**config.mk**
```make
export PLATFORM = sky130hd
export DESIGN_NAME = dmem_ctrl
export DESIGN_NICKNAME = d
export VERILOG_FILES = /design/src/rtl/dmem_ctrl_pkg.sv /design/src/rtl/rr_arb2.sv /design/src/rtl/dmem_ctrl.sv
export SDC_FILE = /design/constraint.sdc
export NUM_CORES = 1
export LEC_CHECK = 0
export ABC_AREA = 0
export CORE_MARGIN = 5
export CORE_UTILIZATION = 28
export CTS_BUF_LIST = sky130_fd_sc_hd__clkbuf_2 sky130_fd_sc_hd__clkbuf_4 sky130_fd_sc_hd__clkbuf_8
export DETAILED_ROUTE_END_ITERATION = 16
export GPL_TIMING_DRIVEN = 0
export PLACE_DENSITY = 0.61
export REMOVE_ABC_BUFFERS = 1
export SLEW_MARGIN = 15
export SYNTH_ARGS = -nofsm -noshare
export SYNTH_HDL_FRONTEND = slang
export SYNTH_SLANG_ARGS = --single-unit
```
**constraint.sdc**
```tcl
create_clock -name clk -period 5.8 [get_ports clk]
set_input_delay 1.16 -clock clk [delete_from_list [all_inputs] [get_ports clk]]
set_output_delay 1.16 -clock clk [all_outputs]
set_load 0.01 [all_outputs]
```
**src/rtl/dmem_ctrl_pkg.sv**
```systemverilog
// Shared types and lane helpers for the two-port data-memory controller.
// Covers access sizes, store lane masks and write-data replication, load extraction, and alignment checks.
package dmem_ctrl_pkg;

  typedef enum logic [1:0] {
    SZ_BYTE = 2'b00,
    SZ_HALF = 2'b01,
    SZ_WORD = 2'b10
  } size_e;

  typedef struct packed {
    logic [3:0]  mask;
    logic [31:0] data;
  } lane_t;

  // Size 2'b11 counts as misaligned so every illegal shape takes one error path.
  function automatic logic misaligned(logic [1:0] size, logic [1:0] off);
    case (size)
      SZ_BYTE: misaligned = 1'b0;
      SZ_HALF: misaligned = off[0];
      SZ_WORD: misaligned = (off != 2'b00);
      default: misaligned = 1'b1;
    endcase
  endfunction

  function automatic lane_t lane_map(logic [1:0] size, logic [1:0] off, logic [31:0] wdata);
    lane_t l;
    case (size)
      SZ_BYTE: begin l.mask = 4'b0001 << off; l.data = {4{wdata[7:0]}};  end
      SZ_HALF: begin l.mask = 4'b0011 << off; l.data = {2{wdata[15:0]}}; end
      default: begin l.mask = 4'b1111;        l.data = wdata;            end
    endcase
    return l;
  endfunction

  function automatic logic [31:0] load_extract(logic [1:0] size, logic [1:0] off, logic uns,
                                               logic [31:0] rdata);
    logic [7:0]  b;
    logic [15:0] h;
    b = rdata[{off, 3'b000} +: 8];
    h = rdata[{off[1], 4'b0000} +: 16];
    case (size)
      SZ_BYTE: load_extract = {{24{b[7] & ~uns}}, b};
      SZ_HALF: load_extract = {{16{h[15] & ~uns}}, h};
      default: load_extract = rdata;
    endcase
  endfunction

endpackage

```
**src/rtl/rr_arb2.sv**
```systemverilog
// Two-requester round-robin arbiter; on a conflict the port not granted last wins.
module rr_arb2 (
  input  logic       clk,
  input  logic       arst_n,
  input  logic [1:0] req,
  input  logic       advance,
  output logic [1:0] grant
);

  logic last_grant;

  always_comb begin
    grant = 2'b00;
    case (req)
      2'b01:   grant = 2'b01;
      2'b10:   grant = 2'b10;
      2'b11:   grant = last_grant ? 2'b01 : 2'b10;
      default: grant = 2'b00;
    endcase
  end

  // Reset to port 1 so port 0 wins the first conflict.
  always_ff @(posedge clk or negedge arst_n)
    if (!arst_n)      last_grant <= 1'b1;
    else if (advance) last_grant <= grant[1];

endmodule

```
**src/rtl/dmem_ctrl.sv**
```systemverilog
// Two-port arbiter and access sequencer for the single-port data memory.
// Returns one registered response per accepted request.
module dmem_ctrl
  import dmem_ctrl_pkg::*;
#(
  parameter int ADDR_WIDTH = 10,
  parameter int DATA_WIDTH = 32
) (
  input  logic                       clk,
  input  logic                       arst_n,
  input  logic [1:0]                 req_valid,
  output logic [1:0]                 req_ready,
  input  logic [1:0]                 req_we,
  input  logic [1:0][1:0]            req_size,
  input  logic [1:0]                 req_unsigned,
  input  logic [1:0][ADDR_WIDTH-1:0] req_addr,
  input  logic [1:0][DATA_WIDTH-1:0] req_wdata,
  output logic [1:0]                 rsp_valid,
  input  logic [1:0]                 rsp_ready,
  output logic [1:0][DATA_WIDTH-1:0] rsp_rdata,
  output logic [1:0]                 rsp_err,
  output logic                       mem_write_en,
  output logic [3:0]                 mem_mask,
  output logic [ADDR_WIDTH-1:0]      mem_addr,
  output logic [DATA_WIDTH-1:0]      mem_wdata,
  input  logic [DATA_WIDTH-1:0]      mem_rdata
);

  logic [1:0]            elig, grant;
  logic                  gnt_any, sel, err;
  logic [1:0]            sz, off;
  logic [ADDR_WIDTH-1:0] sel_addr, addr_q;
  logic [DATA_WIDTH-1:0] ld_data;
  lane_t                 lane;

  // Gating with arst_n keeps grants and write strobes dead during reset.
  assign elig = arst_n ? (req_valid & (~rsp_valid | rsp_ready)) : 2'b00;

  rr_arb2 u_arb (
    .clk     (clk),
    .arst_n  (arst_n),
    .req     (elig),
    .advance (gnt_any),
    .grant   (grant)
  );

  assign gnt_any   = |grant;
  assign sel       = grant[1];
  assign req_ready = grant;

  assign sel_addr = req_addr[sel];
  assign sz       = req_size[sel];
  assign off      = sel_addr[1:0];
  assign err      = misaligned(sz, off);
  assign lane     = lane_map(sz, off, req_wdata[sel]);

  assign mem_write_en = gnt_any & req_we[sel] & ~err;
  assign mem_mask     = (gnt_any && !err) ? lane.mask : 4'b0000;
  assign mem_wdata    = gnt_any ? lane.data : '0;
  assign mem_addr     = gnt_any ? sel_addr : addr_q;

  assign ld_data = (req_we[sel] || err) ? '0
                 : load_extract(sz, off, req_unsigned[sel], mem_rdata);

  always_ff @(posedge clk or negedge arst_n)
    if (!arst_n)      addr_q <= '0;
    else if (gnt_any) addr_q <= sel_addr;

  // A grant wins over a drain in the same cycle, so the register reloads.
  always_ff @(posedge clk or negedge arst_n)
    if (!arst_n) begin
      rsp_valid <= '0;
      rsp_rdata <= '0;
      rsp_err   <= '0;
    end else begin
      for (int i = 0; i < 2; i++) begin
        if (grant[i]) begin
          rsp_valid[i] <= 1'b1;
          rsp_rdata[i] <= ld_data;
          rsp_err[i]   <= err;
        end else if (rsp_ready[i] && rsp_valid[i]) begin
          rsp_valid[i] <= 1'b0;
          rsp_rdata[i] <= '0;
          rsp_err[i]   <= 1'b0;
        end
      end
    end

endmodule
```
==> results by group <==
Die
  • Chip width: 141 um
  • Vert. Die Dim: 141 um
  • Number of ports placed on the die boundary: 247
  • Number of placement rows: 48
  • Initial standard-cell utilization of the core: 28.2%
  • Die Area: 19,900 sq um
  • Core Footprint: 17,100 sq um

Setup path
  • Stage delay of the slowest cell on the critical path: 0.61 ns
  • Arrival time of data at the critical path endpoint: 4.43 ns
  • Startpoint class of the critical path: input port
  • Reg2reg start: rsp_valid[1]
  • Req. time, crit path: 4.64 ns
  • R2r setup slk: 2.10 ns
  • Crit path max-delay cell type: clkdlybuf4s50_1
  • Count of cells along the worst register-to-register path: 8
  • Setup Crit Path Kind: input port to output port
  • Cells traversed along the worst timing path: clkdlybuf4s50_1, nor2b_1, a311o_2, buf_16, inv_12, nor2_1, a21oi_4, buf_4, o21ai_0, a221oi_1, clkdlybuf4s50_1
  • Endpoint type of the worst setup path: output port
  • Startpoint of the most critical setup path: rsp_ready[1]
  • Endpoint of the worst setup timing path: mem_wdata[26]
  • RR Endpoint: rsp_rdata[25]
  • Critical Path Most Common Cell: clkdlybuf4s50_1
  • Crit path max fanout: 67

Synthesis
  • Fraction of the yosys area taken by sequential cells: 41.1%
  • Synth Area per Inst: 8.10 sq um
  • Cell type with the largest total area after synthesis: dfrtp_1
  • Prevailing post-synth register cell: dfrtp_1
  • Synth warn: 0
  • Count of flip-flops with a built-in enable after synthesis: 0
  • Total of flip-flops plus latches after synthesis: 79
  • Post-synthesis instance area: 4810 sq um
  • Area contributors post-synth: dfrtp_1 (41%), o21ai_0 (9.7%), nand2_1 (8.4%), mux2i_1 (6.7%), nor2_1 (5.1%)
  • Number of distinct library cells after synthesis: 44
  • Gate Count Post-Synth: 594
  • FFs w/ async S/R, synth: 100%
  • Area share of the largest cell type after synthesis: 40.6%

Global route
  • Antenna violations before repair: 0
  • First-pass GRT wire length: 30.8 mm
  • Global routing met2 resource utilization: 32.2%
  • Gr ovfl total: 0
  • Layer with the highest usage after global routing: met2
  • Met1 Track Usage GR: 26.0%
  • Total routing usage reported by global routing: 19.9%
  • Largest net degree at the start of global routing: 68
  • Vias in the first global route: 5,228
  • Met3 track utilization from global routing: 5.16%

Cells and area
  • Commonest non-fill, non-tap cells in the layout: clkdlybuf4s50_1 (245), nand2_1 (108), o21ai_0 (92)
  • N_diodes: 0
  • Fraction of layout instances using a drive strength above 1: 5.82%
  • Most frequent standard cell in the layout excluding fill and tap cells: clkdlybuf4s50_1
  • Post-layout net count: 950
  • Area added between synthesis and finish: 62.3%
  • FILL cells: 1,724
  • Utilization after layout: 45.8%

Detailed routing
  • Remaining antenna violation count after routing: 0
  • Via density per instance: 5.04
  • First drt pass iteration count: 8
  • Via count: 5,296
  • Routed wire per std cell: 19.4 um
  • Remaining routing DRC violations: 0
  • DRT Wirelength: 20.3 mm
  • Number of DRC violations after detailed-routing iteration 0: 356

Placement
  • Final HPWL from detailed placement: 15.3 mm
  • Placer congestion estimate: 0.802
  • Number of buffers added on ports: 246

Clock tree
  • Number of buffers on the longest clock path: 2
  • CTS buffer count: 9
  • Clk slew on worst S/H paths: 0.08 ns
  • Clock tree from TritonCTS: built
  • Sinks on the clock net: 79
  • Clk_lat worst skew: 0.37 ns
  • CTS H-tree depth: 3
  • Root buffer cell: clkbuf_8

Run
  • MaxCap Viol Count: 0

STA
  • Number of pins exceeding their max-slew limit in the final report: 0
  • Max transition margin: 31.9%
  • Shortest period the worst path allows: 5.59 ns
  • Transition time at the pin with the least slew margin: 1.02 ns
  • Setup violation total in the final timing report: 0
  • Number of failing hold endpoints at the final stage: 0
  • Worst Skew: 0.0107 ns
  • RSZ-0062 raised after global routing: false
  • Upper clock frequency limit: 0.179 GHz
  • Min Hold Slack: 0.482 ns
  • Ratio of final minimum period to clock period: 96.3%

Pwr
  • Leakage: 3.16 nW
  • Worst ir drop on vdd: 0.0962 mV
  • Total power per unit cell area: 219 nW/um^2

Run status
  • Status: completed

Worst hold path
  • Worst hold-check path type: flop to flop
-- layout make-up --
| type | instances | area (sq um) | area share [%] |
|---|---|---|---|
| multi-input cells | 464 | 2670 | 34.2 |
| repair buffers | 256 | 2650 | 33.9 |
| flip-flops and latches | 79 | 1980 | 25.3 |
| well taps | 225 | 282 | 3.60 |
| clock buffers | 12 | 153 | 1.95 |
| inverters | 10 | 50.0 | 0.641 |
| clock inverters | 4 | 23.8 | 0.304 |
-- power by group --
group | leakage, nW | switching (mW) | internal [mW]
registers | 1.05 | 0.0345 | 0.613
logic | 2.02 | 0.334 | 0.341
clock network | 0.0969 | 0.210 | 0.176
total | 3.16 | 0.579 | 1.13
-- how the worst min path moves through the flow --
stage	start	to	cells past startpoint
floorplan	u_arb.last_grant	u_arb.last_grant	1
global placement	rsp_rdata[26]	rsp_rdata[26]	2
detailed placement	rsp_rdata[26]	rsp_rdata[26]	2
CTS	rsp_rdata[26]	rsp_rdata[26]	2
global route	rsp_rdata[31]	rsp_rdata[31]	2
finish	rsp_rdata[28]	rsp_rdata[28]	2
-- worst max-delay path: cells and delay by family --
| kind | cells | cell delay (ns) |
|---|---|---|
| compound gates | 4 | 1.15 |
| buf+inv | 5 | 1.85 |
| simple gates | 2 | 0.24 |
-- metrics by stage --
step,setup TNS [ns],cells,cell area (sq um),setup slack [ns],power (mW)
2_1_floorplan,0,552,4620,0.0409,0.918
3_5_place_dp,-9.86,1029,7550,-0.738,1.33
6_report,0,1050,7810,0.214,1.71
4_1_cts,0,1048,7790,0.101,1.73
5_1_grt,0,1050,7810,0.0603,1.80
3_3_place_gp,-502.28,1023,7370,-5.63,1.30
-- registers in the layout (all words and copies together), names as in the netlist --
name,flops
rsp_rdata,64
addr_q,10
rsp_err,2
rsp_valid,2
u_arb.last_grant,1
-- repair_timing --
| action | in CTS | in global routing |
|---|---|---|
| resized for setup | 5 | 1 |
| cloned | 1 | 0 |
| setup buffers | 2 | 2 |
| setup endpoints to repair | 19 | 2 |
| hold buffers | 0 | 0 |
| pin swaps | 1 | 0 |
-- synthesized netlist by cell type, drive strengths merged (6+ instances only) --
cell	instances
clkbuf	25
a311oi	8
mux2	6
nand2	108
o211ai	6
mux2i	34
o21ai	115
a22o	13
a21oi	25
dfrtp	78
o22ai	9
nor3	6
buf	17
and2	15
nor2	65
inv	10
a221oi	13
-- logic make-up after synthesis --
group,count (synthesis),synth area share (%)
AOI/OAI and AO/OA,209,26.6
buffers and inverters,52,4.76
DFF,79,41.1
muxes,40,8.81
and+or+nand+nor,214,18.7
-- per-layer routing --
metal | up-vias | wire [um]
li1 | 2560 | -
met1 | 2515 | 8690
met2 | 195 | 9800
met3 | 26 | 1460
met4 | 0 | 394
met5 | - | 0
(Power assumes the default switching activity.)
